<file path="src/rtl/lcd_spi_writer.sv">
// lcd_spi_writer: serialises one 9-bit LCD word (D/C flag + byte) onto a mode-0 SPI link.
// Each accepted word runs LOAD, SHIFT (8 bits, MSB first), DONE and GAP, then returns to IDLE.
// Every pin is driven straight from a register, so the outputs carry no combinational glitches.
module lcd_spi_writer #(
    parameter int unsigned SCLK_HALF = 2  // sys_clk cycles per SCLK half-period, 1..15
) (
    input  logic       sys_clk,
    input  logic       sys_rst,
    input  logic       en_write,
    input  logic [8:0] data,
    output logic       wr_done,
    output logic       busy,
    output logic       lcd_cs,
    output logic       lcd_dc,
    output logic       lcd_sclk,
    output logic       lcd_mosi
);

    typedef enum logic [2:0] {
        StIdle,
        StLoad,
        StShift,
        StDone,
        StGap
    } state_e;

    // Terminal count of the half-period divider.
    localparam logic [3:0] DivMax = 4'(SCLK_HALF - 1);

    state_e     state_q;
    logic [3:0] div_cnt_q;
    logic [2:0] bit_cnt_q;
    logic [8:0] shift_q;

    // This block holds the sequencer, the counters, the shift register and all registered pins.
    always_ff @(posedge sys_clk or posedge sys_rst) begin
        if (sys_rst) begin
            state_q   <= StIdle;
            div_cnt_q <= '0;
            bit_cnt_q <= '0;
            shift_q   <= '0;
            wr_done   <= 1'b0;
            busy      <= 1'b0;
            lcd_cs    <= 1'b1;
            lcd_dc    <= 1'b0;
            lcd_sclk  <= 1'b0;
            lcd_mosi  <= 1'b0;
        end else begin
            wr_done <= 1'b0;
            unique case (state_q)
                StIdle: begin
                    if (en_write) begin
                        // The word is captured here. Later changes on data or en_write do not
                        // reach it.
                        shift_q   <= data;
                        lcd_dc    <= data[8];
                        lcd_mosi  <= data[7];
                        lcd_cs    <= 1'b0;
                        lcd_sclk  <= 1'b0;
                        busy      <= 1'b1;
                        div_cnt_q <= '0;
                        bit_cnt_q <= '0;
                        state_q   <= StLoad;
                    end
                end
                StLoad: begin
                    div_cnt_q <= '0;
                    bit_cnt_q <= '0;
                    state_q   <= StShift;
                end
                StShift: begin
                    if (div_cnt_q == DivMax) begin
                        div_cnt_q <= '0;
                        if (!lcd_sclk) begin
                            // The low phase of the current bit has ended.
                            lcd_sclk <= 1'b1;
                        end else begin
                            // The high phase has ended. The clock falls here, so MOSI may change.
                            lcd_sclk <= 1'b0;
                            if (bit_cnt_q == 3'd7) begin
                                bit_cnt_q <= '0;
                                lcd_mosi  <= 1'b0;
                                lcd_cs    <= 1'b1;
                                wr_done   <= 1'b1;
                                state_q   <= StDone;
                            end else begin
                                bit_cnt_q <= bit_cnt_q + 3'd1;
                                // The byte rotates, so it is intact again after eight steps.
                                shift_q   <= {shift_q[8], shift_q[6:0], shift_q[7]};
                                lcd_mosi  <= shift_q[6];
                            end
                        end
                    end else begin
                        div_cnt_q <= div_cnt_q + 4'd1;
                    end
                end
                StDone: begin
                    busy    <= 1'b0;
                    state_q <= StGap;
                end
                StGap: begin
                    state_q <= StIdle;
                end
                default: begin
                    state_q <= StIdle;
                end
            endcase
        end
    end

endmodule
</file>
<file path="config.mk">
export PLATFORM = sky130hd
export DESIGN_NAME = lcd_spi_writer
export DESIGN_NICKNAME = d
export VERILOG_FILES = /design/src/rtl/lcd_spi_writer.sv
export SDC_FILE = /design/constraint.sdc
export NUM_CORES = 1
export LEC_CHECK = 0
export BUFFER_PORTS_ARGS = -buffer_cell sky130_fd_sc_hd__buf_2
export CORE_ASPECT_RATIO = 0.7
export CORE_MARGIN = 4
export CORE_UTILIZATION = 35
export CTS_CLUSTER_SIZE = 24
export DETAILED_ROUTE_END_ITERATION = 10
export PLACE_DENSITY = 0.64
export SYNTH_ARGS = -nofsm -noshare
export SYNTH_HDL_FRONTEND = slang
export SYNTH_SLANG_ARGS = --single-unit
</file>
<file path="constraint.sdc">
create_clock -name sys_clk -period 2 [get_ports sys_clk]
set_input_delay 0.1 -clock sys_clk [delete_from_list [all_inputs] [get_ports sys_clk]]
set_output_delay 0.1 -clock sys_clk [all_outputs]
set_load 0.05 [all_outputs]
</file>
# Word-level counts from Yosys, hierarchy flattened
# Cells that the tools add are included.
[word_totals] out_inout_bits=6 latchBits=0 word_cells=72 regBits=24 ramBits=0 mem_count=0 mem_bits_ro=0 in_bits=12
[classes] mux=37 shift=0 n_mul=0 div_mod_pow=0 n_reduce_logical=13 addsub=2 magnitude_cmp=0 bitwise=0 eq_ne=10
[ops] op="8-bit two-way mux" count=4
[ops] op="3-bit two-way mux" count=8
[ops] op="8-bit case mux with 2 select lines" count=1
[ops] op="1-bit two-way mux" count=15
[ops] op="3-bit case mux with 4 select lines" count=1
[ops] op="4-bit case mux with 3 select lines" count=1
[ops] op="4-bit AND reduction" count=3
[ops] op="2-bit inequality test, second input constant" count=5
[ops] op="5-bit AND reduction" count=2
[ops] op="3-bit case mux with 3 select lines" count=1
[ops] op="4-bit two-way mux" count=2
[ops] op="1-bit case mux with 2 select lines" count=4
[ops] op="3-bit by 2-bit equality test with 1-bit output, second input constant" count=2
[ops] op="2-bit AND reduction" count=3
[ops] op="4-bit by 1-bit adder with 4-bit output, second input constant" count=1
[ops] op="4-bit by 1-bit equality test with 1-bit output, second input constant" count=1
[ops] op="2-bit nonzero test" count=2
[ops] op="3-bit by 1-bit adder with 3-bit output, second input constant" count=1
[ops] op="3-bit by 1-bit equality test with 1-bit output, second input constant" count=1
[ops] op="3-bit equality test, second input constant" count=1
[ops] op="3-bit logical NOT" count=1
[ops] op="3-bit AND reduction" count=1
[ops] op="3-bit nonzero test" count=1

# Depth between registers and ports, before layout
[logic_depth] ltp_word=5 ltp_mapped=6 ltp_nobuf=6

# Worst setup path before layout
# No wires, ideal clock.
[synth_path] path_type="register to register" startpoint="register lcd_sclk" endpoint="register shift_q[0]" slack_ns=0.268 n_path_buf=0 setup_time_ns=0.127 arrival_time_ns=1.605 stages_incl_launch_ff=5 required_time_ns=1.873 period_less_slack_ns=1.732 path_cell_list="dfrtp_1 -> nand4bb_1 -> o21ai_0 -> nand2_1 -> a221o_2"
[synth_via] elab_chain_len=2
[synth_rtl] item="from (decl)" line="15" source="output logic lcd_sclk,"
[synth_rtl] item="from (signal assigned)" line="46" source="lcd_sclk <= 1'b0;"
[synth_rtl] item="from (signal assigned)" line="59" source="lcd_sclk <= 1'b0;"
[synth_rtl] item="from (signal assigned)" line="76" source="lcd_sclk <= 1'b1;"
[synth_rtl] item="2-bit inequality test (no line)"
[synth_rtl] item="5-bit AND reduction (no line)"
[synth_rtl] item="to (signal assigned)" line="55" source="shift_q <= data;"
[synth_rtl] item="to (signal assigned)" line="89" source="shift_q <= {shift_q[8], shift_q[6:0], shift_q[7]};"
[synth_rtl] item="to (decl)" line="33" source="logic [8:0] shift_q;"
# Every way passes these cells.
# A chain may end at the register's enable or synchronous reset.

# Final worst setup path
[layout_path] startpoint="register div_cnt_q[1]" endpoint="register shift_q[6]"
[layout_via] elab_chain_len=3
[layout_rtl] item="from (decl)" line="31" source="logic [3:0] div_cnt_q;"
[layout_rtl] item="from (signal assigned)" line="94" source="div_cnt_q <= div_cnt_q + 4'd1;"
[layout_rtl] item="4-bit by 1-bit equality test with 1-bit output" line="72" source="if (div_cnt_q == DivMax) begin"
[layout_rtl] item="2-bit inequality test (no line)"
[layout_rtl] item="5-bit AND reduction (no line)"
# Every way passes these cells.

==> summary.txt <==
Pwr
  – Internal: 1.20 mW
  – Gate power share: 46.4%
  – Clk pwr share: 14.2%
  – Pwr per Cell Area: 1510 mW/mm^2
  – Sw Share: 40.7%
  – P_sw: 0.822 mW
  – Pleak: 0.642 nW
  – VDD IR-drop max: 0.685 mV
  – Total power: 2.02 mW
  – Seq pwr share: 39.3%

Logic synthesis
  – Synth area leaders: dfrtp_1 50%, a221o_2 5.8%, ha_1 4.3%
  – Synth cell types: 36
  – Syn Nets: 116
  – Ys Warns: 0
  – Syn_area_per_cell: 11.6 um^2
  – Register area share after synthesis: 52.1%
  – Register bit total from synthesis: 24
  – Main synth FF type: dfrtp_1
  – Mapped Cells: 100
  – Ys async rst share: 100%
  – Post-synth EDFFs: 0
  – Top cell type by total area after synthesis: dfrtp_1
  – Post-synth top area share: 49.8%
  – Mapped Area: 0.00116 mm^2

Routing
  – WL/cell: 15.0 um
  – Starting DRT DRC Count: 60
  – Routed WL: 2.38 mm
  – Via count: 846
  – Via density: 5.32
  – # DRC: 0
  – Drt pass-1 iters: 4
  – Post-route ant nets: 0

Global route
  – Global route overflow: 0
  – Initial antenna violation count: 0
  – All-Layer GR Usage: 11.9%
  – Vias in the first global route: 811
  – Met1 GRT Util: 17.0%
  – Met2 GRT Util: 17.4%
  – Busiest grt layer: met2
  – First-pass GRT wire length: 4.10 mm
  – Largest net degree at the start of global routing: 25
  – Met3 global-route usage: 4.21%

Placed design
  – PortBufs: 17
  – Post-DP HPWL: 1.75 mm
  – Place WS: 0.198 ns
  – Routability Congestion: 0.778

STA
  – Period utilisation layout: 90.8%
  – RSZ-0062 raised after global routing: no
  – Slew Limit Fails: 0
  – Period minus WS final: 1.82 ns
  – Final Hold Viols: 0
  – Max frequency: 550 MHz
  – Endpoints failing setup: 0
  – Skew final: 0.00787 ns
  – Slew HR: 50.2%
  – Setup tns final: 0 ns
  – Final WS setup: 0.183 ns
  – Worst Max-Slew Pin Slew: 0.741 ns

Worst setup path
  – Crit end category: register
  – Slowest CP cell: a221o_2
  – Critical-path cell list: inv_1 > ha_1 > nand4bb_1 > o21ai_0 > nand2_1 > a221o_2
  – Worst path depth: 6
  – CP max stage delay: 0.45 ns
  – Reg-to-reg critical path endpoint: shift_q[6]
  – Critical Path Source Type: register
  – Arrival @ worst endpoint: 1.97 ns
  – Crit path kind: reg2reg
  – Buffers plus inverters on the worst setup path: 1
  – WP data required: 2.16 ns
  – RR Startpoint: div_cnt_q[1]
  – Worst Reg2Reg Path Length in Cells: 6
  – Crit-path leading delay family: compound AO/OA/AOI/OAI gates
  – Max FO, Critical Path: 8
  – R2r setup slk: 0.18 ns

Outcome
  – Status: completed

Clocking
  – TritonCTS clock tree: yes
  – Htree depth: 1
  – Clk slew on worst S/H paths: 0.08 ns
  – Clk buf depth: 2
  – Clk Latency, worst-skew pair: 0.27 ns
  – Root Buffer: clkbuf_8
  – CTS-repair resized insts: 0
  – CTS sink count: 24
  – CTS Buf Count: 3

Floorplanning
  – Core area: 0.00317 mm^2
  – Site Rows: 17
  – Die H: 56.1 um
  – Die area: 0.00430 mm^2
  – Die width: 76.7 um
  – Top Ports: 18
  – Initial Utilization: 36.5%

Final layout
  – Share of layout cells above drive strength 1: 33.9%
  – Final Util: 42.1%
  – Area Overhead vs Synth: 15.5%
  – Most frequent cells in the layout: 23 x dfrtp_1, 17 x buf_2, 9 x o21ai_0
  – Antenna Cells: 0
  – Commonest non-fill, non-tap cell in the layout: dfrtp_1
  – Final #Nets: 138

Worst hold path
  – HP Start: data[8]
  – Hold Path Sink: lcd_dc
  – Type of the most critical hold path: in2reg
  – Hold path depth: 2

Run
  – Max-cap violation count: 0
==> how the worst max path moves through the flow <==
stage                      start    endpoint
global route        div_cnt_q[1]  shift_q[1]
global placement    bit_cnt_q[0]  shift_q[3]
finish              div_cnt_q[1]  shift_q[6]
CTS                 div_cnt_q[1]  shift_q[0]
detailed placement  div_cnt_q[1]  shift_q[0]
floorplan               lcd_sclk  shift_q[0]
==> layer usage <==
layer / vias up / share of wire, %
li1: 415 / -
met5: - / 0
met3: 6 / 6.6
met1: 402 / 50
met2: 23 / 43
met4: 0 / 0.80
==> synth_stat cells (all sizes together) (2+ instances only) <==
cell    number
a21oi        4
a221o        7
and3         7
buf          4
dfrtp       23
ha           4
inv          3
mux2         2
nand2        7
nand2b       2
nor2         6
nor3         2
nor3b        3
o21ai        9
==> logic make-up after synthesis <==
logic type | synth area share (%)
and+or+nand+nor | 17.6
AOI/OAI and AO/OA | 18.2
DFF | 52.1
buffers and inverters | 4.33
adders and majority gates | 4.33
xor gates and xnor gates | 1.52
muxes | 1.95
==> area by class of cell <==
| cell class | instances | area, um^2 |
|---|---|---|
| clock buffer | 4 | 45.0 |
| fill | 292 | 1830 |
| inverter | 3 | 11.3 |
| multi-input combinational | 68 | 504 |
| sequential | 24 | 602 |
| tap | 38 | 47.5 |
| timing repair buffer | 22 | 125 |
==> registers in the layout, summed over array words and instances, names as in the netlist <==
name,flops
busy,1
shift_q,8
div_cnt_q,4
lcd_dc,1
lcd_mosi,1
state_q,3
lcd_sclk,1
bit_cnt_q,3
lcd_cs,1
wr_done,1
==> per-stage QoR <==
step	instance area, um^2	instances	hold slack [ns]
4_1_cts	1340	159	0.0589
5_1_grt	1340	159	0.0608
3_5_place_dp	1280	154	0.158
6_report	1340	159	0.0645
2_1_floorplan	1160	100	0.114
3_3_place_gp	1280	154	0.152
==> repair_timing <==
item	in CTS	in global routing
hold endpoints to repair	23	0
setup endpoints to repair	0	0
hold buffers	1	0
buffers inserted	0	0
==> power groups by stage <==
stage / clock [mW] / combinational (mW) / sequential, mW
after global placement: 0 / 0.900 / 0.790
after floorplan: 0 / 0.665 / 0.865
after CTS: 0.297 / 0.938 / 0.790
final: 0.287 / 0.937 / 0.794
after detailed placement: 0 / 0.930 / 0.798
after global routing: 0.323 / 1.02 / 0.814
(Power assumes the default switching activity.)
